**src/rtl/exec_pkg.sv**
```systemverilog
`default_nettype none
// ============================================================================
// Module      : exec_pkg
// Description : Shared execute-stage constants: shifter FSM encoding, default
//               shift step and the right-shift ALU funct codes.
// Revision    : 1.0 - initial release
// ============================================================================
package exec_pkg;

    localparam logic [1:0] ST_IDLE  = 2'd0;
    localparam logic [1:0] ST_SHIFT = 2'd1;
    localparam logic [1:0] ST_DONE  = 2'd2;

    typedef enum logic [1:0] {
        S_IDLE  = ST_IDLE,
        S_SHIFT = ST_SHIFT,
        S_DONE  = ST_DONE
    } shr_state_e;

    localparam int SHIFT_STEP = 4;

    localparam logic [5:0] FUNCT_SRL  = 6'h02;
    localparam logic [5:0] FUNCT_SRA  = 6'h03;
    localparam logic [5:0] FUNCT_SRLV = 6'h06;
    localparam logic [5:0] FUNCT_SRAV = 6'h07;

    // The decoder drives the shifter's arith input from this.
    function automatic logic is_arith_shift(input logic [5:0] funct);
        return (funct == FUNCT_SRA) || (funct == FUNCT_SRAV);
    endfunction

endpackage
`default_nettype wire

```
**src/rtl/shift_right_step.sv**
```systemverilog
`default_nettype none
// ============================================================================
// Module      : shift_right_step
// Description : Combinational right shift by n with a selectable fill bit.
// Revision    : 1.0 - initial release
// ============================================================================
module shift_right_step #(
    parameter int WIDTH   = 32,
    parameter int SHAMT_W = 5
) (
    input  logic [WIDTH-1:0]   work_i,
    input  logic [SHAMT_W-1:0] n_i,
    input  logic               fill_i,
    output logic [WIDTH-1:0]   shifted_o
);

    // Inverting around a logical shift turns the zero fill into a ones fill.
    assign shifted_o = fill_i ? ~((~work_i) >> n_i) : (work_i >> n_i);

endmodule
`default_nettype wire

```
**src/rtl/exec_shift_right_seq.sv**
```systemverilog
`default_nettype none
// ============================================================================
// Module      : exec_shift_right_seq
// Description : Iterative right shifter (SRL/SRA/SRLV/SRAV), STEP bits per clock.
// Revision    : 1.0 - initial release
// ============================================================================
module exec_shift_right_seq
    import exec_pkg::*;
#(
    parameter int WIDTH   = 32,
    parameter int SHAMT_W = 5,
    parameter int STEP    = SHIFT_STEP
) (
    input  logic               clk,
    input  logic               rst_n,
    input  logic               start,
    input  logic [WIDTH-1:0]   in_data,
    input  logic [SHAMT_W-1:0] shamt,
    input  logic               arith,
    input  logic               flush,
    output logic [WIDTH-1:0]   out,
    output logic               busy,
    output logic               done
);

    localparam logic [31:0] STEP_W = 32'(STEP);

    shr_state_e         state_q;
    logic [WIDTH-1:0]   work_q;
    logic [WIDTH-1:0]   out_q;
    logic [SHAMT_W-1:0] rem_q;
    logic               fill_q;
    logic               busy_q;
    logic               done_q;

    logic [SHAMT_W-1:0] n_d;
    logic [SHAMT_W-1:0] rem_d;
    logic [WIDTH-1:0]   work_d;

    // The step is never larger than what remains, so rem cannot underflow.
    always_comb begin
        n_d   = (32'(rem_q) >= STEP_W) ? STEP_W[SHAMT_W-1:0] : rem_q;
        rem_d = rem_q - n_d;
    end

    shift_right_step #(
        .WIDTH   (WIDTH),
        .SHAMT_W (SHAMT_W)
    ) u_step (
        .work_i    (work_q),
        .n_i       (n_d),
        .fill_i    (fill_q),
        .shifted_o (work_d)
    );

    always_ff @(posedge clk or negedge rst_n) begin
        if (!rst_n) begin
            state_q <= S_IDLE;
            work_q  <= '0;
            rem_q   <= '0;
            fill_q  <= 1'b0;
            out_q   <= '0;
            busy_q  <= 1'b0;
            done_q  <= 1'b0;
        end else begin
            busy_q <= 1'b0;
            done_q <= 1'b0;
            if (flush) begin
                state_q <= S_IDLE;
            end else begin
                case (state_q)
                    S_SHIFT: begin
                        work_q <= work_d;
                        rem_q  <= rem_d;
                        if (rem_d == '0) begin
                            out_q   <= work_d;
                            state_q <= S_DONE;
                            done_q  <= 1'b1;
                        end else begin
                            busy_q  <= 1'b1;
                        end
                    end
                    default: begin
                        // IDLE and DONE both accept a new request.
                        if (start) begin
                            work_q <= in_data;
                            rem_q  <= shamt;
                            fill_q <= arith & in_data[WIDTH-1];
                            if (shamt == '0) begin
                                out_q   <= in_data;
                                state_q <= S_DONE;
                                done_q  <= 1'b1;
                            end else begin
                                state_q <= S_SHIFT;
                                busy_q  <= 1'b1;
                            end
                        end else begin
                            state_q <= S_IDLE;
                        end
                    end
                endcase
            end
        end
    end

    assign out  = out_q;
    assign busy = busy_q;
    assign done = done_q;

endmodule
`default_nettype wire

```
**config.mk**
```make
export PLATFORM = sky130hd
export DESIGN_NAME = exec_shift_right_seq
export DESIGN_NICKNAME = d
export VERILOG_FILES = /design/src/rtl/exec_pkg.sv /design/src/rtl/shift_right_step.sv /design/src/rtl/exec_shift_right_seq.sv
export SDC_FILE = /design/constraint.sdc
export NUM_CORES = 1
export LEC_CHECK = 0
export CORE_MARGIN = 5
export CORE_UTILIZATION = 59
export CTS_BUF_LIST = sky130_fd_sc_hd__clkbuf_2
export DETAILED_ROUTE_END_ITERATION = 6
export PLACE_DENSITY_LB_ADDON = 0.2
export SLEW_MARGIN = 20
export SYNTH_ARGS = -nofsm -noshare
export SYNTH_HDL_FRONTEND = slang
export SYNTH_SLANG_ARGS = --single-unit
```
**constraint.sdc**
```tcl
create_clock -name clk -period 7.4 [get_ports clk]
set_input_delay 1.48 -clock clk [delete_from_list [all_inputs] [get_ports clk]]
set_output_delay 1.48 -clock clk [all_outputs]
set_load 0.05 [all_outputs]
```
==> reports/results.txt, run 1 <==
status -> completed
Hold WC Path Type -> flop to flop
first-pass GRT wire length -> 18,700 um
Psw -> 0.000800 W
pre-CTS setup slack -> 3.60 ns
largest net degree at the start of global routing -> 75
Vias -> 4,077
top post-synthesis cells by area -> dfrtp_1, nand2_1, mux2i_1
Post-DP HPWL -> 7340 um
VDD IR max -> 0.258 mV
Nets -> 609
Total Wirelength -> 11,000 um
Syn Inst Count -> 513
global route total overflow -> 0
Placement Rows -> 31
Unique masters post-synth -> 47
Fin. Hold Viols -> 0
Post-DP Area -> 0.00511 mm^2
clock buffer depth -> 2
layout cells sized above 1 -> 5.60%
Area Overhead vs Synth -> 20.6%
I/O Buffers -> 75
fin crit share -> 49.8%
Placeable Area -> 0.00721 mm^2
cell leakage power -> 2.13 nW
CTS Buf Count -> 9
DRC viols -> 0
Placer Congestion -> 0.826
DR WL/cell -> 16.4 um
slack of the critical path -> 3.72 ns
Setup TNS -> 0 ns
Worst setup SP type -> flop
synthesized area per cell -> 8.43 um^2
GRT Overall Usage -> 25.7%
Final setup viols -> 0
vias in the first global route -> 3,996
diodes inserted -> 0
syn nets -> 556
critical-path maximum fanout -> 33
Setup Buffers After CTS -> 0
Filler cells -> 585
Sw Share -> 47.3%
clock tree root buffer cell -> clkbuf_2
CTS tree -> built
Worst EP required -> 7.79 ns
DRT Pass-1 Iters -> 5
share of the synthesized area in the top cell type -> 42.8%
Yosys Warn Count -> 0
die height -> 95.6 um
Flop pwr share -> 39.1%
Die X -> 95.6 um
CP endpoint kind -> flop
post-route ant nets -> 0
Gate power share -> 48.1%
IO Pins -> 76
Clock Latency Late Sink -> 0.50 ns
flops & latches, synth -> 74
clk sinks -> 74
Peak Freq -> 272 MHz
Initial Util -> 60.0%
slew margin rel. -> 36.1%
cts hold-fix bufs -> 0
post-cts sizing count -> 0
initial antenna violation count -> 0
Seq/Total Area, Yosys -> 42.8%
Data arrival, critical path -> 4.07 ns
R2R setup slack -> 3.72 ns
Final Skew -> 0.0258 ns
max-cap violation count -> 0
finished layout cell area -> 0.00522 mm^2
Syn Std Cell Area -> 0.00433 mm^2
worst-margin pin slew -> 0.956 ns
Clock Power Share -> 12.9%
Die ar. -> 0.00915 mm^2
H-tree Lvls -> 3
area leader, netlist -> dfrtp_1
Max Slew Vio Count -> 0
PwrDens -> 324 mW/mm^2
cell internal pwr -> 0.000892 W
Worst-path clk slew -> 0.21 ns
vias per cell -> 6.09
Setup CP Type -> flop to flop
Final min period -> 3.68 ns
RSZ-0062 raised after global routing -> false
DR iter-0 viols -> 390
## cells in the mapped netlist, drive strengths merged
cell type / number
a221oi: 1
a21o: 1
o22a: 25
o41ai: 2
o211ai: 2
inv: 35
and2: 1
o31a: 1
nand2: 95
nand2b: 2
and3: 1
nor2b: 2
o32a: 1
nor2: 58
nand3b: 1
nor4: 2
ha: 1
o21ai: 39
o21bai: 2
a211o: 1
mux2i: 35
or4: 1
o22ai: 5
nor3: 5
mux2: 4
a21oi: 8
o32ai: 1
o31ai: 1
nor4b: 2
a211oi: 3
nand3: 22
dfrtp: 74
conb: 1
clkbuf: 32
or3: 2
buf: 8
a31oi: 4
or4b: 2
a221o: 3
o221ai: 3
a32oi: 24
## critical path, cell delays in order, from the launching register on
cell,delay [ns]
dfrtp_1,0.75
or3_1,0.33
nand2_1,0.09
ha_1,0.29
or4b_1,0.48
a31oi_1,0.19
a31oi_1,0.12
o41ai_4,0.37
buf_4,0.50
mux2_2,0.40
## path summary, 6_finish.rpt
check | from | endpoint | cells after the start
hold / removal | out[0] | out[0] | 1
hold reg to reg | out[0] | out[0] | 1
max in group asynchronous | rst_n | state_q[0] | 1
min in group asynchronous | rst_n | rem_q[2] | 1
setup reg to reg | rem_q[2] | out[31] | 9
setup / recovery | rem_q[2] | out[31] | 9
## cell usage in the layout, fill, tap and decap left out, types with 3 or more instances in the layout
cell / count
o22a_1: 25
buf_4: 8
nand3_1: 22
inv_1: 35
clkbuf_2: 10
mux2i_1: 35
a31oi_1: 4
a211oi_1: 3
a32oi_1: 24
dfrtp_1: 74
clkdlybuf4s50_1: 74
o22ai_1: 5
o221ai_1: 3
mux2_2: 3
a221o_1: 3
nor2_1: 58
nand2_1: 95
nor3_1: 4
o21ai_0: 39
a21oi_1: 8
## routing by layer
layer / track usage [%] / wire, um / vias up
met5: 0 / 0 / -
met4: 10.2 / 226 / 0
met3: 4.10 / 782 / 24
met2: 43.1 / 5360 / 194
met1: 33.2 / 4620 / 1953
li1: - / - / 1906
## through the flow
step / hold WS, ns / util (%) / total power [W] / instances
finish: 0.526 / 72.3 / 0.00169 / 670
global placement: 0.472 / 70.8 / 0.00146 / 654
CTS: 0.528 / 72.3 / 0.00170 / 670
floorplan: 0.470 / - / 0.00119 / 513
detailed placement: 0.486 / 70.8 / 0.00148 / 654
global route: 0.567 / 72.3 / 0.00180 / 670
## cell type report
class	count	area [um^2]	share of cell area [%]
Multi-Input combinational cell	364	2200	42.2
Tap cell	99	124	2.37
Clock inverter	6	57.6	1.10
Clock buffer	10	50.0	0.959
Inverter	35	131	2.52
Sequential cell	74	1850	35.5
Timing Repair Buffer	82	801	15.3
## registers in the layout, summed over array words and instances, names as in the netlist
register,cells
out,32
work_q,32
rem_q,5
state_q,2
busy,1
done,1
fill_q,1
## cell families (layout without fill, tap and decap cells)
family	after synthesis	in the layout	synth area share, %
muxes	39	39	9.14
AOI/OAI and AO/OA	127	127	21.4
and+or+nand+nor	196	196	19.2
DFF	74	74	42.8
buffers and inverters	75	133	7.09
other	1	1	0.0867
adders and majority gates	1	1	0.289
## power groups by stage
stage | clock network (W) | logic [W] | registers [W]
6_report | 0.000218 | 0.000813 | 0.000661
5_1_grt | 0.000243 | 0.000873 | 0.000682
4_1_cts | 0.000221 | 0.000817 | 0.000659
3_5_place_dp | 0 | 0.000816 | 0.000665
3_3_place_gp | 0 | 0.000798 | 0.000659
2_1_floorplan | 0 | 0.000282 | 0.000909
Note: power is estimated with default switching activity, not from simulation.
==> run 2, diff against run 1 <==
CORE_UTILIZATION = 55   (was 59)
clock period = 3.65 ns   (was 7.4 ns; I/O delays follow)
==> run 2 against run 1 <==
Against the previous run:
- sequential power increased by 100%
- count of clock-buffer cells in the layout decreased by 1
- register-to-register slack got worse by 3.4 ns
- critical path depth unchanged
- setup slack worse by 3.4 ns
- clock power is 110% higher
- via count down 0.22%
- first-iteration DRC count decreased by 15%
- highest routed layer unchanged
==> reports/results.txt, run 2 (synthesized netlist as in run 1, its figures left out) <==
crit path cell chain -> or3_1 -> nand2_1 -> ha_1 -> or4b_1 -> a31oi_1 -> a31oi_1 -> o41ai_4 -> buf_4 -> mux2i_1
vias per cell -> 5.99 (-1.5%)
CTS Buf Count -> 9 (unchanged)
Placeable Area -> 0.00769 mm^2 (+6.6%)
Vias -> 4,068 (-0.22%)
worst-margin pin slew -> 1.13 ns (+0.173 ns)
Final setup viols -> 0 (unchanged)
Setup Buffers After CTS -> 0 (unchanged)
CP endpoint kind -> flop
PwrDens -> 653 mW/mm^2 (+100%)
IO Pins -> 76 (unchanged)
critical path depth -> 9 (unchanged)
Crit path buffers/inverters -> 1 (unchanged)
Max Slew Vio Count -> 0 (unchanged)
post-cts sizing count -> 0 (unchanged)
R2R cell count -> 9 (unchanged)
most frequent cells in the layout -> nand2_1, dfrtp_1, clkdlybuf4s50_1
Final Core Density -> 68.8% (-3.6 points)
Critical R2R Launch -> rem_q[3]
Filler cells -> 656 (+12%)
layout cells sized above 1 -> 6.76% (+1.2 points)
Worst setup SP type -> flop
CP max stage delay -> 0.71 ns (-0.04 ns)
Final Skew -> 0.0200 ns (-0.00581 ns)
Setup CP Type -> flop to flop
Overall Power -> 0.00345 W (+100%)
most common cell after layout, fill and taps aside -> nand2_1
Peak Freq -> 300 MHz (+10%)
initial antenna violation count -> 0 (unchanged)
Die ar. -> 0.00974 mm^2 (+6.5%)
fin crit share -> 91.4% (+42 points)
Die X -> 98.7 um (+3.2%)
Clock Latency Late Sink -> 0.50 ns (about the same)
cts hold-fix bufs -> 0 (unchanged)
clk sinks -> 74 (unchanged)
Final min period -> 3.34 ns (-0.344 ns)
slew margin rel. -> 24.3% (-12 points)
DRC viols -> 0 (unchanged)
Fin. Hold Viols -> 0 (unchanged)
global route total overflow -> 0 (unchanged)
Nets -> 615 (+0.99%)
VDD IR max -> 0.465 mV (+80%)
Placement Rows -> 32 (+3.2%)
clock tree root buffer cell -> clkbuf_2
vias in the first global route -> 4,010 (+0.35%)
H-tree Lvls -> 3 (unchanged)
Hold WC Path Type -> input port to asynchronous set/reset pin
Placer Congestion -> 0.913 (+11%)
DR WL/cell -> 16.4 um (+0.32%)
diodes inserted -> 0 (unchanged)
RSZ-0062 raised after global routing -> false
max-cap violation count -> 0 (unchanged)
largest net degree at the start of global routing -> 75 (unchanged)
CP delay by family, top -> simple AND/OR/NAND/NOR gates
most frequent CP cell -> a31oi_1
first-pass GRT wire length -> 19,200 um (+2.8%)
cell leakage power -> 2.16 nW (+1.4%)
Worst EP required -> 4.08 ns (-3.71 ns)
Worst path slowest cell -> dfrtp_1
clock buffer depth -> 2 (unchanged)
CTS tree -> built
I/O Buffers -> 75 (unchanged)
Setup TNS -> 0 ns (unchanged)
DR iter-0 viols -> 333 (-15%)
Initial Util -> 56.3% (-3.7 points)
RR Endpoint -> out[19]
GRT Overall Usage -> 23.8% (-2.0 points)
Worst-path clk slew -> 0.22 ns (about the same)
die height -> 98.7 um (+3.2%)
Total Wirelength -> 11,200 um (+1.7%)
Data arrival, critical path -> 3.77 ns (-0.30 ns)
Area Overhead vs Synth -> 22.2%
R2R setup slack -> 0.31 ns (-3.41 ns)
Hold WS -> 0.341 ns (-0.186 ns)
Post-DP HPWL -> 7710 um (+5.1%)
critical-path maximum fanout -> 17 (-48%)
DRT Pass-1 Iters -> 5 (unchanged)
post-route ant nets -> 0 (unchanged)
status -> completed
run 2: per-stage QoR:
stage | setup WS, ns | instances | cell area (um^2)
finish | 0.313 | 679 | 5290
global route | 0.147 | 679 | 5290
CTS | 0.364 | 679 | 5290
detailed placement | 0.395 | 663 | 5170
global placement | 0.548 | 663 | 5170
floorplan | 0.669 | 513 | 4330
run 2: area by class of cell:
class	count	area (um^2)	area share (%)
clock inverter	7	70.1	1.33
sequential	74	1850	35.0
multi-input combinational	364	2200	41.7
clock buffer	9	45.0	0.852
tap	102	128	2.41
inverter	35	131	2.49
timing repair buffer	88	858	16.2
run 2: worst max-delay path by stage:
stage	start	to	slack (ns)
6_report	rem_q[3]	out[19]	0.31
5_1_grt	rem_q[3]	out[22]	0.15
4_1_cts	rem_q[3]	out[19]	0.36
3_5_place_dp	rem_q[3]	out[19]	0.39
3_3_place_gp	rem_q[3]	out[19]	0.55
2_1_floorplan	rem_q[2]	out[31]	0.67
run 2: power by group:
group          internal, W  switching [W]
clock             0.000155       0.000306
combinational     0.000593        0.00108
sequential         0.00107       0.000248
run 2: layer usage:
layer,up-vias,share of wire [%],GRT usage (%)
met5,-,0,0
met1,1921,43,32.0
met2,197,48,38.7
met4,0,2.3,9.35
met3,31,7.0,3.54
li1,1919,-,-
